==> src/rtl/axi_lite_mem_arbiter_if.sv <==
// AXI4-Lite bundle (AR/R/AW/W/B) shared by the fetch/LSU master ports and the SRAM slave port.
// The master modport drives requests. The slave modport drives responses.
interface axi_lite_mem_arbiter_if #(
    parameter int ADDR_W = 32,
    parameter int DATA_W = 32
);
    logic [ADDR_W-1:0]   araddr;
    logic                arvalid;
    logic                arready;
    logic [DATA_W-1:0]   rdata;
    logic [1:0]          rresp;
    logic                rvalid;
    logic                rready;
    logic [ADDR_W-1:0]   awaddr;
    logic                awvalid;
    logic                awready;
    logic [DATA_W-1:0]   wdata;
    logic [DATA_W/8-1:0] wstrb;
    logic                wvalid;
    logic                wready;
    logic [1:0]          bresp;
    logic                bvalid;
    logic                bready;

    modport master (
        output araddr, arvalid, input arready,
        input rdata, rresp, rvalid, output rready,
        output awaddr, awvalid, input awready,
        output wdata, wstrb, wvalid, input wready,
        input bresp, bvalid, output bready
    );

    modport slave (
        input araddr, arvalid, output arready,
        output rdata, rresp, rvalid, input rready,
        input awaddr, awvalid, output awready,
        input wdata, wstrb, wvalid, output wready,
        output bresp, bvalid, input bready
    );
endinterface

==> src/rtl/axi_lite_mem_arbiter.sv <==
// Two-master (IFU read-only, LSU read/write) to one SRAM AXI4-Lite slave arbiter.
// There is one transaction in flight. Grants are round-robin and are held until the R/B handshake.
module axi_lite_mem_arbiter #(
    parameter int ADDR_W = 32,
    parameter int DATA_W = 32
) (
    input  logic                    clk,
    input  logic                    rst_n,
    axi_lite_mem_arbiter_if.slave   m0,
    axi_lite_mem_arbiter_if.slave   m1,
    axi_lite_mem_arbiter_if.master  s,
    output logic [1:0]              grant
);
    // The encoding doubles as the grant value.
    typedef enum logic [1:0] {
        IDLE = 2'b00,
        RD0  = 2'b01,
        RD1  = 2'b10,
        WR1  = 2'b11
    } state_t;

    state_t state_q, state_d;
    logic   last_q, last_d;          // 0: M0 was granted last, 1: M1
    logic   ar_done_q, ar_done_d;
    logic   aw_done_q, aw_done_d;
    logic   w_done_q, w_done_d;

    logic              m1_req;
    logic              m1_wr;
    logic              rd_sel_m1;
    logic [ADDR_W-1:0] sel_araddr;
    logic              sel_arvalid;
    logic              sel_rready;
    logic [DATA_W-1:0] fwd_rdata;

    always_ff @(posedge clk or negedge rst_n) begin
        if (!rst_n) begin
            state_q   <= IDLE;
            last_q    <= 1'b1;
            ar_done_q <= 1'b0;
            aw_done_q <= 1'b0;
            w_done_q  <= 1'b0;
        end else begin
            state_q   <= state_d;
            last_q    <= last_d;
            ar_done_q <= ar_done_d;
            aw_done_q <= aw_done_d;
            w_done_q  <= w_done_d;
        end
    end

    always_comb begin
        state_d   = state_q;
        last_d    = last_q;
        ar_done_d = ar_done_q;
        aw_done_d = aw_done_q;
        w_done_d  = w_done_q;

        m0.arready = 1'b0;  m0.rdata = '0;  m0.rresp = 2'b00;  m0.rvalid = 1'b0;
        m0.awready = 1'b0;  m0.wready = 1'b0;  m0.bresp = 2'b00;  m0.bvalid = 1'b0;
        m1.arready = 1'b0;  m1.rdata = '0;  m1.rresp = 2'b00;  m1.rvalid = 1'b0;
        m1.awready = 1'b0;  m1.wready = 1'b0;  m1.bresp = 2'b00;  m1.bvalid = 1'b0;
        s.araddr   = '0;    s.arvalid = 1'b0;  s.rready = 1'b0;
        s.awaddr   = '0;    s.awvalid = 1'b0;
        s.wdata    = '0;    s.wstrb   = '0;    s.wvalid = 1'b0;
        s.bready   = 1'b0;

        m1_wr       = m1.awvalid | m1.wvalid;
        m1_req      = m1_wr | m1.arvalid;
        rd_sel_m1   = (state_q == RD1);
        sel_araddr  = rd_sel_m1 ? m1.araddr  : m0.araddr;
        sel_arvalid = rd_sel_m1 ? m1.arvalid : m0.arvalid;
        sel_rready  = rd_sel_m1 ? m1.rready  : m0.rready;
        fwd_rdata   = s.rdata;

        case (state_q)
            IDLE: begin
                // On a tie the master that was not granted last wins. M1 writes go before M1 reads.
                if (m0.arvalid && (!m1_req || last_q)) begin
                    state_d = RD0;
                    last_d  = 1'b0;
                end else if (m1_req) begin
                    state_d = m1_wr ? WR1 : RD1;
                    last_d  = 1'b1;
                end
            end
            RD0, RD1: begin
                s.araddr  = sel_araddr;
                s.arvalid = sel_arvalid & ~ar_done_q;
                s.rready  = sel_rready;
                if (rd_sel_m1) begin
                    m1.arready = s.arready & ~ar_done_q;
                    m1.rdata   = fwd_rdata;
                    m1.rresp   = s.rresp;
                    m1.rvalid  = s.rvalid;
                end else begin
                    m0.arready = s.arready & ~ar_done_q;
                    m0.rdata   = fwd_rdata;
                    m0.rresp   = s.rresp;
                    m0.rvalid  = s.rvalid;
                end
                if (sel_arvalid && s.arready && !ar_done_q) ar_done_d = 1'b1;
                if (s.rvalid && sel_rready) begin
                    state_d   = IDLE;
                    ar_done_d = 1'b0;
                end
            end
            WR1: begin
                // AW and W complete independently. B is passed through even if it arrives early.
                s.awaddr   = m1.awaddr;
                s.awvalid  = m1.awvalid & ~aw_done_q;
                m1.awready = s.awready & ~aw_done_q;
                s.wdata    = m1.wdata;
                s.wstrb    = m1.wstrb;
                s.wvalid   = m1.wvalid & ~w_done_q;
                m1.wready  = s.wready & ~w_done_q;
                s.bready   = m1.bready;
                m1.bresp   = s.bresp;
                m1.bvalid  = s.bvalid;
                if (m1.awvalid && s.awready && !aw_done_q) aw_done_d = 1'b1;
                if (m1.wvalid && s.wready && !w_done_q)    w_done_d  = 1'b1;
                if (s.bvalid && m1.bready) begin
                    state_d   = IDLE;
                    aw_done_d = 1'b0;
                    w_done_d  = 1'b0;
                end
            end
            default: state_d = IDLE;
        endcase

        grant = state_q;
    end
endmodule

==> src/flat_wrapper.sv <==
// flat-port wrapper written by rule: the top's interface ports become plain ports
module axi_lite_mem_arbiter_flat 
#(
    parameter int ADDR_W = 32,
    parameter int DATA_W = 32
)
  (clk, rst_n, grant, m0_araddr, m0_arvalid, m0_arready, m0_rdata, m0_rresp, m0_rvalid, m0_rready, m0_awaddr, m0_awvalid, m0_awready, m0_wdata, m0_wstrb, m0_wvalid, m0_wready, m0_bresp, m0_bvalid, m0_bready, m1_araddr, m1_arvalid, m1_arready, m1_rdata, m1_rresp, m1_rvalid, m1_rready, m1_awaddr, m1_awvalid, m1_awready, m1_wdata, m1_wstrb, m1_wvalid, m1_wready, m1_bresp, m1_bvalid, m1_bready, s_araddr, s_arvalid, s_arready, s_rdata, s_rresp, s_rvalid, s_rready, s_awaddr, s_awvalid, s_awready, s_wdata, s_wstrb, s_wvalid, s_wready, s_bresp, s_bvalid, s_bready);
  axi_lite_mem_arbiter_if #(.ADDR_W(ADDR_W), .DATA_W(DATA_W)) m0_i ();
  axi_lite_mem_arbiter_if #(.ADDR_W(ADDR_W), .DATA_W(DATA_W)) m1_i ();
  axi_lite_mem_arbiter_if #(.ADDR_W(ADDR_W), .DATA_W(DATA_W)) s_i ();
  input  logic clk;
  input  logic rst_n;
  output logic [1:0] grant;
  input wire logic [$bits(m0_i.araddr)-1:0] m0_araddr;
  input wire logic [$bits(m0_i.arvalid)-1:0] m0_arvalid;
  output wire logic [$bits(m0_i.arready)-1:0] m0_arready;
  output wire logic [$bits(m0_i.rdata)-1:0] m0_rdata;
  output wire logic [$bits(m0_i.rresp)-1:0] m0_rresp;
  output wire logic [$bits(m0_i.rvalid)-1:0] m0_rvalid;
  input wire logic [$bits(m0_i.rready)-1:0] m0_rready;
  input wire logic [$bits(m0_i.awaddr)-1:0] m0_awaddr;
  input wire logic [$bits(m0_i.awvalid)-1:0] m0_awvalid;
  output wire logic [$bits(m0_i.awready)-1:0] m0_awready;
  input wire logic [$bits(m0_i.wdata)-1:0] m0_wdata;
  input wire logic [$bits(m0_i.wstrb)-1:0] m0_wstrb;
  input wire logic [$bits(m0_i.wvalid)-1:0] m0_wvalid;
  output wire logic [$bits(m0_i.wready)-1:0] m0_wready;
  output wire logic [$bits(m0_i.bresp)-1:0] m0_bresp;
  output wire logic [$bits(m0_i.bvalid)-1:0] m0_bvalid;
  input wire logic [$bits(m0_i.bready)-1:0] m0_bready;
  input wire logic [$bits(m1_i.araddr)-1:0] m1_araddr;
  input wire logic [$bits(m1_i.arvalid)-1:0] m1_arvalid;
  output wire logic [$bits(m1_i.arready)-1:0] m1_arready;
  output wire logic [$bits(m1_i.rdata)-1:0] m1_rdata;
  output wire logic [$bits(m1_i.rresp)-1:0] m1_rresp;
  output wire logic [$bits(m1_i.rvalid)-1:0] m1_rvalid;
  input wire logic [$bits(m1_i.rready)-1:0] m1_rready;
  input wire logic [$bits(m1_i.awaddr)-1:0] m1_awaddr;
  input wire logic [$bits(m1_i.awvalid)-1:0] m1_awvalid;
  output wire logic [$bits(m1_i.awready)-1:0] m1_awready;
  input wire logic [$bits(m1_i.wdata)-1:0] m1_wdata;
  input wire logic [$bits(m1_i.wstrb)-1:0] m1_wstrb;
  input wire logic [$bits(m1_i.wvalid)-1:0] m1_wvalid;
  output wire logic [$bits(m1_i.wready)-1:0] m1_wready;
  output wire logic [$bits(m1_i.bresp)-1:0] m1_bresp;
  output wire logic [$bits(m1_i.bvalid)-1:0] m1_bvalid;
  input wire logic [$bits(m1_i.bready)-1:0] m1_bready;
  output wire logic [$bits(s_i.araddr)-1:0] s_araddr;
  output wire logic [$bits(s_i.arvalid)-1:0] s_arvalid;
  input wire logic [$bits(s_i.arready)-1:0] s_arready;
  input wire logic [$bits(s_i.rdata)-1:0] s_rdata;
  input wire logic [$bits(s_i.rresp)-1:0] s_rresp;
  input wire logic [$bits(s_i.rvalid)-1:0] s_rvalid;
  output wire logic [$bits(s_i.rready)-1:0] s_rready;
  output wire logic [$bits(s_i.awaddr)-1:0] s_awaddr;
  output wire logic [$bits(s_i.awvalid)-1:0] s_awvalid;
  input wire logic [$bits(s_i.awready)-1:0] s_awready;
  output wire logic [$bits(s_i.wdata)-1:0] s_wdata;
  output wire logic [$bits(s_i.wstrb)-1:0] s_wstrb;
  output wire logic [$bits(s_i.wvalid)-1:0] s_wvalid;
  input wire logic [$bits(s_i.wready)-1:0] s_wready;
  input wire logic [$bits(s_i.bresp)-1:0] s_bresp;
  input wire logic [$bits(s_i.bvalid)-1:0] s_bvalid;
  output wire logic [$bits(s_i.bready)-1:0] s_bready;
  assign m0_i.araddr = m0_araddr;
  assign m0_i.arvalid = m0_arvalid;
  assign m0_arready = m0_i.arready;
  assign m0_rdata = m0_i.rdata;
  assign m0_rresp = m0_i.rresp;
  assign m0_rvalid = m0_i.rvalid;
  assign m0_i.rready = m0_rready;
  assign m0_i.awaddr = m0_awaddr;
  assign m0_i.awvalid = m0_awvalid;
  assign m0_awready = m0_i.awready;
  assign m0_i.wdata = m0_wdata;
  assign m0_i.wstrb = m0_wstrb;
  assign m0_i.wvalid = m0_wvalid;
  assign m0_wready = m0_i.wready;
  assign m0_bresp = m0_i.bresp;
  assign m0_bvalid = m0_i.bvalid;
  assign m0_i.bready = m0_bready;
  assign m1_i.araddr = m1_araddr;
  assign m1_i.arvalid = m1_arvalid;
  assign m1_arready = m1_i.arready;
  assign m1_rdata = m1_i.rdata;
  assign m1_rresp = m1_i.rresp;
  assign m1_rvalid = m1_i.rvalid;
  assign m1_i.rready = m1_rready;
  assign m1_i.awaddr = m1_awaddr;
  assign m1_i.awvalid = m1_awvalid;
  assign m1_awready = m1_i.awready;
  assign m1_i.wdata = m1_wdata;
  assign m1_i.wstrb = m1_wstrb;
  assign m1_i.wvalid = m1_wvalid;
  assign m1_wready = m1_i.wready;
  assign m1_bresp = m1_i.bresp;
  assign m1_bvalid = m1_i.bvalid;
  assign m1_i.bready = m1_bready;
  assign s_araddr = s_i.araddr;
  assign s_arvalid = s_i.arvalid;
  assign s_i.arready = s_arready;
  assign s_i.rdata = s_rdata;
  assign s_i.rresp = s_rresp;
  assign s_i.rvalid = s_rvalid;
  assign s_rready = s_i.rready;
  assign s_awaddr = s_i.awaddr;
  assign s_awvalid = s_i.awvalid;
  assign s_i.awready = s_awready;
  assign s_wdata = s_i.wdata;
  assign s_wstrb = s_i.wstrb;
  assign s_wvalid = s_i.wvalid;
  assign s_i.wready = s_wready;
  assign s_i.bresp = s_bresp;
  assign s_i.bvalid = s_bvalid;
  assign s_bready = s_i.bready;
  axi_lite_mem_arbiter #(.ADDR_W(ADDR_W), .DATA_W(DATA_W)) u_core (.clk(clk), .rst_n(rst_n), .m0(m0_i), .m1(m1_i), .s(s_i), .grant(grant));
endmodule
==> config.mk <==
export PLATFORM = sky130hd
export DESIGN_NAME = axi_lite_mem_arbiter_flat
export DESIGN_NICKNAME = d
export VERILOG_FILES = /design/src/rtl/axi_lite_mem_arbiter_if.sv /design/src/rtl/axi_lite_mem_arbiter.sv /design/src/flat_wrapper.sv
export SDC_FILE = /design/constraint.sdc
export NUM_CORES = 1
export LEC_CHECK = 0
export ABC_AREA = 1
export BUFFER_PORTS_ARGS = -buffer_cell sky130_fd_sc_hd__buf_2
export CAP_MARGIN = 20
export CELL_PAD_IN_SITES_DETAIL_PLACEMENT = 2
export CELL_PAD_IN_SITES_GLOBAL_PLACEMENT = 2
export CORE_AREA = 2 2 171 173
export CTS_CLUSTER_SIZE = 20
export DETAILED_ROUTE_END_ITERATION = 8
export DIE_AREA = 0 0 173 175
export PLACE_DENSITY = 0.92
export SYNTH_ARGS = -nofsm -noshare
export SYNTH_HDL_FRONTEND = slang
export SYNTH_SLANG_ARGS = --single-unit
==> constraint.sdc <==
create_clock -name clk -period 1.2 [get_ports clk]
set_input_delay 0.06 -clock clk [delete_from_list [all_inputs] [get_ports clk]]
set_output_delay 0.06 -clock clk [all_outputs]
set_load 0.03 [all_outputs]
== Yosys cells after proc, flatten, opt, wreduce, memory -nomap -nowiden ==
Cells that the tools add are included.
Widths: inputs -> output; s select.
Cells by class
  multipliers: 0
  add/sub/neg operators: 0
  equality and inequality tests: 6
  mux-type cells: 46
  div/mod/pow operators: 0
  shifts and indexed selects: 0
  reductions and logical operators: 25
  order comparisons: 0
  bitwise gates (word level): 11
Operators with widths (count)
  $mux 32: 8
  $mux 1: 27
  $mux 2: 9
  $logic_and 1x1->1: 9
  $reduce_and 2->1: 4
  $reduce_bool 2->1: 4
  $and 1x1->1: 6
  $pmux 2 s3: 1
  $eq 2x2->1 const B: 2
  $logic_not 1->1: 4
  $mux 4: 1
  $ne 2x1->1 const B: 2
  $ne 3x1->1 const B: 1
  $not 1->1: 3
  $reduce_and 3->1: 1
  $eq 2x1->1 const B: 1
  $logic_not 2->1: 1
  $or 1x1->1: 2
  $reduce_or 2->1: 1
  $logic_or 1x1->1: 1
Word-level totals
  memory bits (writable): 0
  memories: 0
  bits of input ports: 253
  bits in latches: 0
  output and inout port bits: 189
  ROM bits: 0
  bits in registers: 6

== Depth between registers and ports, before layout ==
  depth in word-level cells: 7
  depth in mapped cells: 10
  gate-level depth less buffers: 10

== Least setup slack after synthesis ==
OpenSTA, ideal clock, no wires.
  path type: flip-flop to output port
  from: register u_core.state_q[0] (netlist: u_core.grant[0])
  to: output port m1_arready
  cell stages (with the launch flop): 6
  path buffers: 1
  path slack: -1.053 ns
  required time: 1.140 ns
  data arrival time: 2.193 ns
  cells stage by stage: dfrtp_1 inv_1 ha_1 buf_2 inv_1 nor4_1
On the way
  word-level cells in the longest chain between the ends: 3
  elaborated cells on any way between the ends: 5
RTL lines
  from (decl): RTL line axi_lite_mem_arbiter.sv:22  | state_t state_q, state_d;
  from (signal assigned): RTL line axi_lite_mem_arbiter.sv:44  | state_q <= state_d;
  $eq 2x2->1 / $eq 2x1->1 (equally long branches): RTL line axi_lite_mem_arbiter.sv:70, axi_lite_mem_arbiter.sv:76
  $mux 1 / $reduce_or 2->1 (equally long branches): RTL line axi_lite_mem_arbiter.sv:91, axi_lite_mem_arbiter.sv:76
  $mux 1 (*): RTL line axi_lite_mem_arbiter.sv:76  | case (state_q)
  to (decl): RTL line flat_wrapper.sv:33  | output wire logic [$bits(m1_i.arready)-1:0] m1_arready;
Every way passes the cells marked *; elsewhere a longest branch is shown, timed or not.

== Final worst setup path ==
  from: register u_core.state_q[1] (netlist: u_core.grant[1])
  to: output port s_araddr[30]
On the way
  word-level cells in the longest chain between the ends: 3
  elaborated cells on any way between the ends: 5
RTL lines
  $eq 2x2->1 / $eq 2x1->1 (equally long branches): RTL line axi_lite_mem_arbiter.sv:70, axi_lite_mem_arbiter.sv:76
  $mux 32 / $reduce_or 2->1 (equally long branches): RTL line axi_lite_mem_arbiter.sv:71, axi_lite_mem_arbiter.sv:76
  $mux 32 (*): RTL line axi_lite_mem_arbiter.sv:76
  to (decl): RTL line flat_wrapper.sv:48  | output wire logic [$bits(s_i.araddr)-1:0] s_araddr;
Marked as above.

==> out/qor.yml <==
cts_tree: "yes"
dr_total_vias: 4236
regToRegStartpoint: "u_core.grant[1]"
wire_per_inst_um: 15.84
path_class: "reg -> out"
yosys.area.top_type_share_pct: 26.43
mappedNetlistArea_um2: 1974
die_y_um: 175
via_per_inst: 3.478
fin_crit_ns: 1.753
coreArea_um2: 28390
multiInputGateArea_um2: 2241
hp-start: "m1_awvalid"
crit_path_start: "u_core.grant[1]"
worstPathArrival_ns: 1.69
final_layout_size_suffix_gt1_share_pct: 77.43
powerDensity_nw_per_um2: 3085
grt_pass1_wl_um: 27790
hpwl_um: 15850
antenna_found_initial: 3
design_area_um2: 6625
setup_viol: 187
die_area_um2: 30280
clk_pin_slew_ns: 0.04
hp-class: "in -> reg"
r2r_setup_slack_ns: -0.39
whs_ns: 0.1120
crit_path_end: "s_araddr[30]"
core.rowCount: 62
synth_area_leaders: "nor2_1 (26%), inv_1 (23%), nand2_1 (18%), o21ai_0 (8.6%), dfrtp_1 (6.3%)"
cts_num_sinks: 6
ys.flop_type: "dfrtp_1"
worstRegToRegCells: 9
io_pins: 442
drt_first_pass_iters: 4
antenna_left: 0
synth.distinct_cells: 23
crit_fanout: 8
finalPower_mw: 20.44
grt_use_total_pct: 11.65
finClkSkew_ns: 0.0009242
post-route-period-util_pct: 146.1
clock_latency_ns: 0.24
setup_ws_ns: -0.5526
die_x_um: 173
synth_cells: 449
synth_top_area_cell: "nor2_1"
h-tree-depth: 1
port-buffer-count: 365
grt_pass1_vias: 4838
placed_area_um2: 5388
r2r_end: "u_core.grant[1]"
avgSynthCellArea_um2: 4.397
initial_core_util_pct: 6.954
async_reset_ff_share_pct: 100.0
outcome: "complete, but fails checks"
failed_checks: "negative setup slack"
required_ns: 1.14
drv_slew: 0
yosysMostFrequentCell: "nor2_1"
fmax_ghz: 0.5706
drc: 0
grt_max_degree: 22
cts_root_buf: "clkbuf_16"
critPathLaunchType: "flip-flop"
cts.path.max_buffers: 2
wirelength_um: 19300
hold_viol: 0
ff_latch_area_um2: 153.9
synthTopCellsByCount: "nor2_1 (139), inv_1 (123), nand2_1 (97), o21ai_0 (34), buf_2 (15)"
ys_seq_area_share_pct: 7.668
drt_iter0_drc: 93
gp_congestion: 0.7548
peakVddDrop_v: 0.001245
area_delta_synth_final_pct: 235.6
synth_edf_count: 0
rsz0062_at_grt: "yes"
nets: 1091
static-leakage-power_nw: 3.613
synth-seq-cells: 6
nFillCells: 3367
overflow: 0
cts_buffers: 3
drv_cap: 0
end_kind: "primary output"
ys_warn_count: 0
## per-stage QoR
stage               setup TNS [ns]  util (%)  setup WS (ns)  instances
finish                      -88.54     23.33        -0.5526       1218
global route                -97.81     23.33        -0.5872       1217
CTS                         -83.78     22.11        -0.5233       1211
detailed placement          -46.76     18.98        -0.3311       1203
global placement            -42.69     18.98        -0.2986       1203
floorplan                   -41.88         -        -0.3318        453
## placed cells by master, fill, tap and decap left out, types with 4 or more instances in the layout
| cell type | instances |
|---|---|
| conb_1 | 5 |
| inv_2 | 73 |
| o21ai_1 | 26 |
| o21ai_2 | 4 |
| nor2_4 | 99 |
| buf_12 | 14 |
| buf_6 | 92 |
| nand2_1 | 72 |
| nand2_2 | 22 |
| nor2_1 | 23 |
| buf_4 | 109 |
| inv_1 | 47 |
| clkbuf_16 | 7 |
| nor2_2 | 17 |
| buf_2 | 183 |
## metal layers
metal / vias to the layer above / GRT usage, % / share of wire (%)
met3: 11 / 3.090 / 6.8
met5: - / 0 / 0.067
li1: 2016 / - / -
met1: 2028 / 11.25 / 33
met4: 2 / 1.271 / 0.50
met2: 179 / 24.83 / 60
## state kept, by name (all words and copies together) (netlist names)
name and cells:
u_core.grant 2, u_core.ar_done_q 1, u_core.aw_done_q 1, u_core.last_q 1, u_core.w_done_q 1
## critical path, stage by stage (launching register included)
cell     delay, ns
dfrtp_2       0.41
inv_2         0.07
ha_4          0.36
buf_6         0.16
inv_4         0.06
buf_12        0.13
a21oi_4       0.11
buf_6         0.14
## kinds of logic (layout without fill, tap and decap cells)
logic type	after synthesis	after routing	share of synthesized area (%)
flops	6	6	7.668
compound gates	40	40	10.90
buf+inv	153	533	30.99
other cells	1	6	0.1899
simple gates	245	245	47.72
fa+ha+maj	4	4	2.535
## power breakdown
group          switching [mW]  total (mW)  leakage, nW  internal [mW]
combinational            11.5        19.3         3.51           7.79
clock                   0.170       0.616       0.0382          0.447
sequential              0.166       0.489       0.0694          0.323
total                    11.9        20.4         3.61           8.56
## how the worst min path moves through the flow
stage / to / slack [ns] / depth (start not counted)
after global placement: u_core.aw_done_q / -0.07 / 1
final: u_core.aw_done_q / 0.11 / 3
after detailed placement: u_core.aw_done_q / -0.07 / 1
after floorplan: u_core.ar_done_q / -0.24 / 0
after global routing: u_core.aw_done_q / 0.13 / 3
after CTS: u_core.aw_done_q / 0.11 / 3
## timing repair
item                                   in CTS  in global routing
setup buffers                               3                  2
setup endpoints to repair                 188                188
resized for setup                         281                115
hold buffers                                1                  0
endpoints found under the hold margin       6                  0
cloned                                      0                  4
pin swaps                                   6                  2
## layout make-up
cell class	count	area share, %
timing repair buffer	405	48.16
multi-input combinational	294	33.82
tap	384	7.252
inverter	124	7.214
sequential	6	2.323
clock buffer	4	1.190
antenna	1	0.03777
Power figures use the tool's default switching activity.
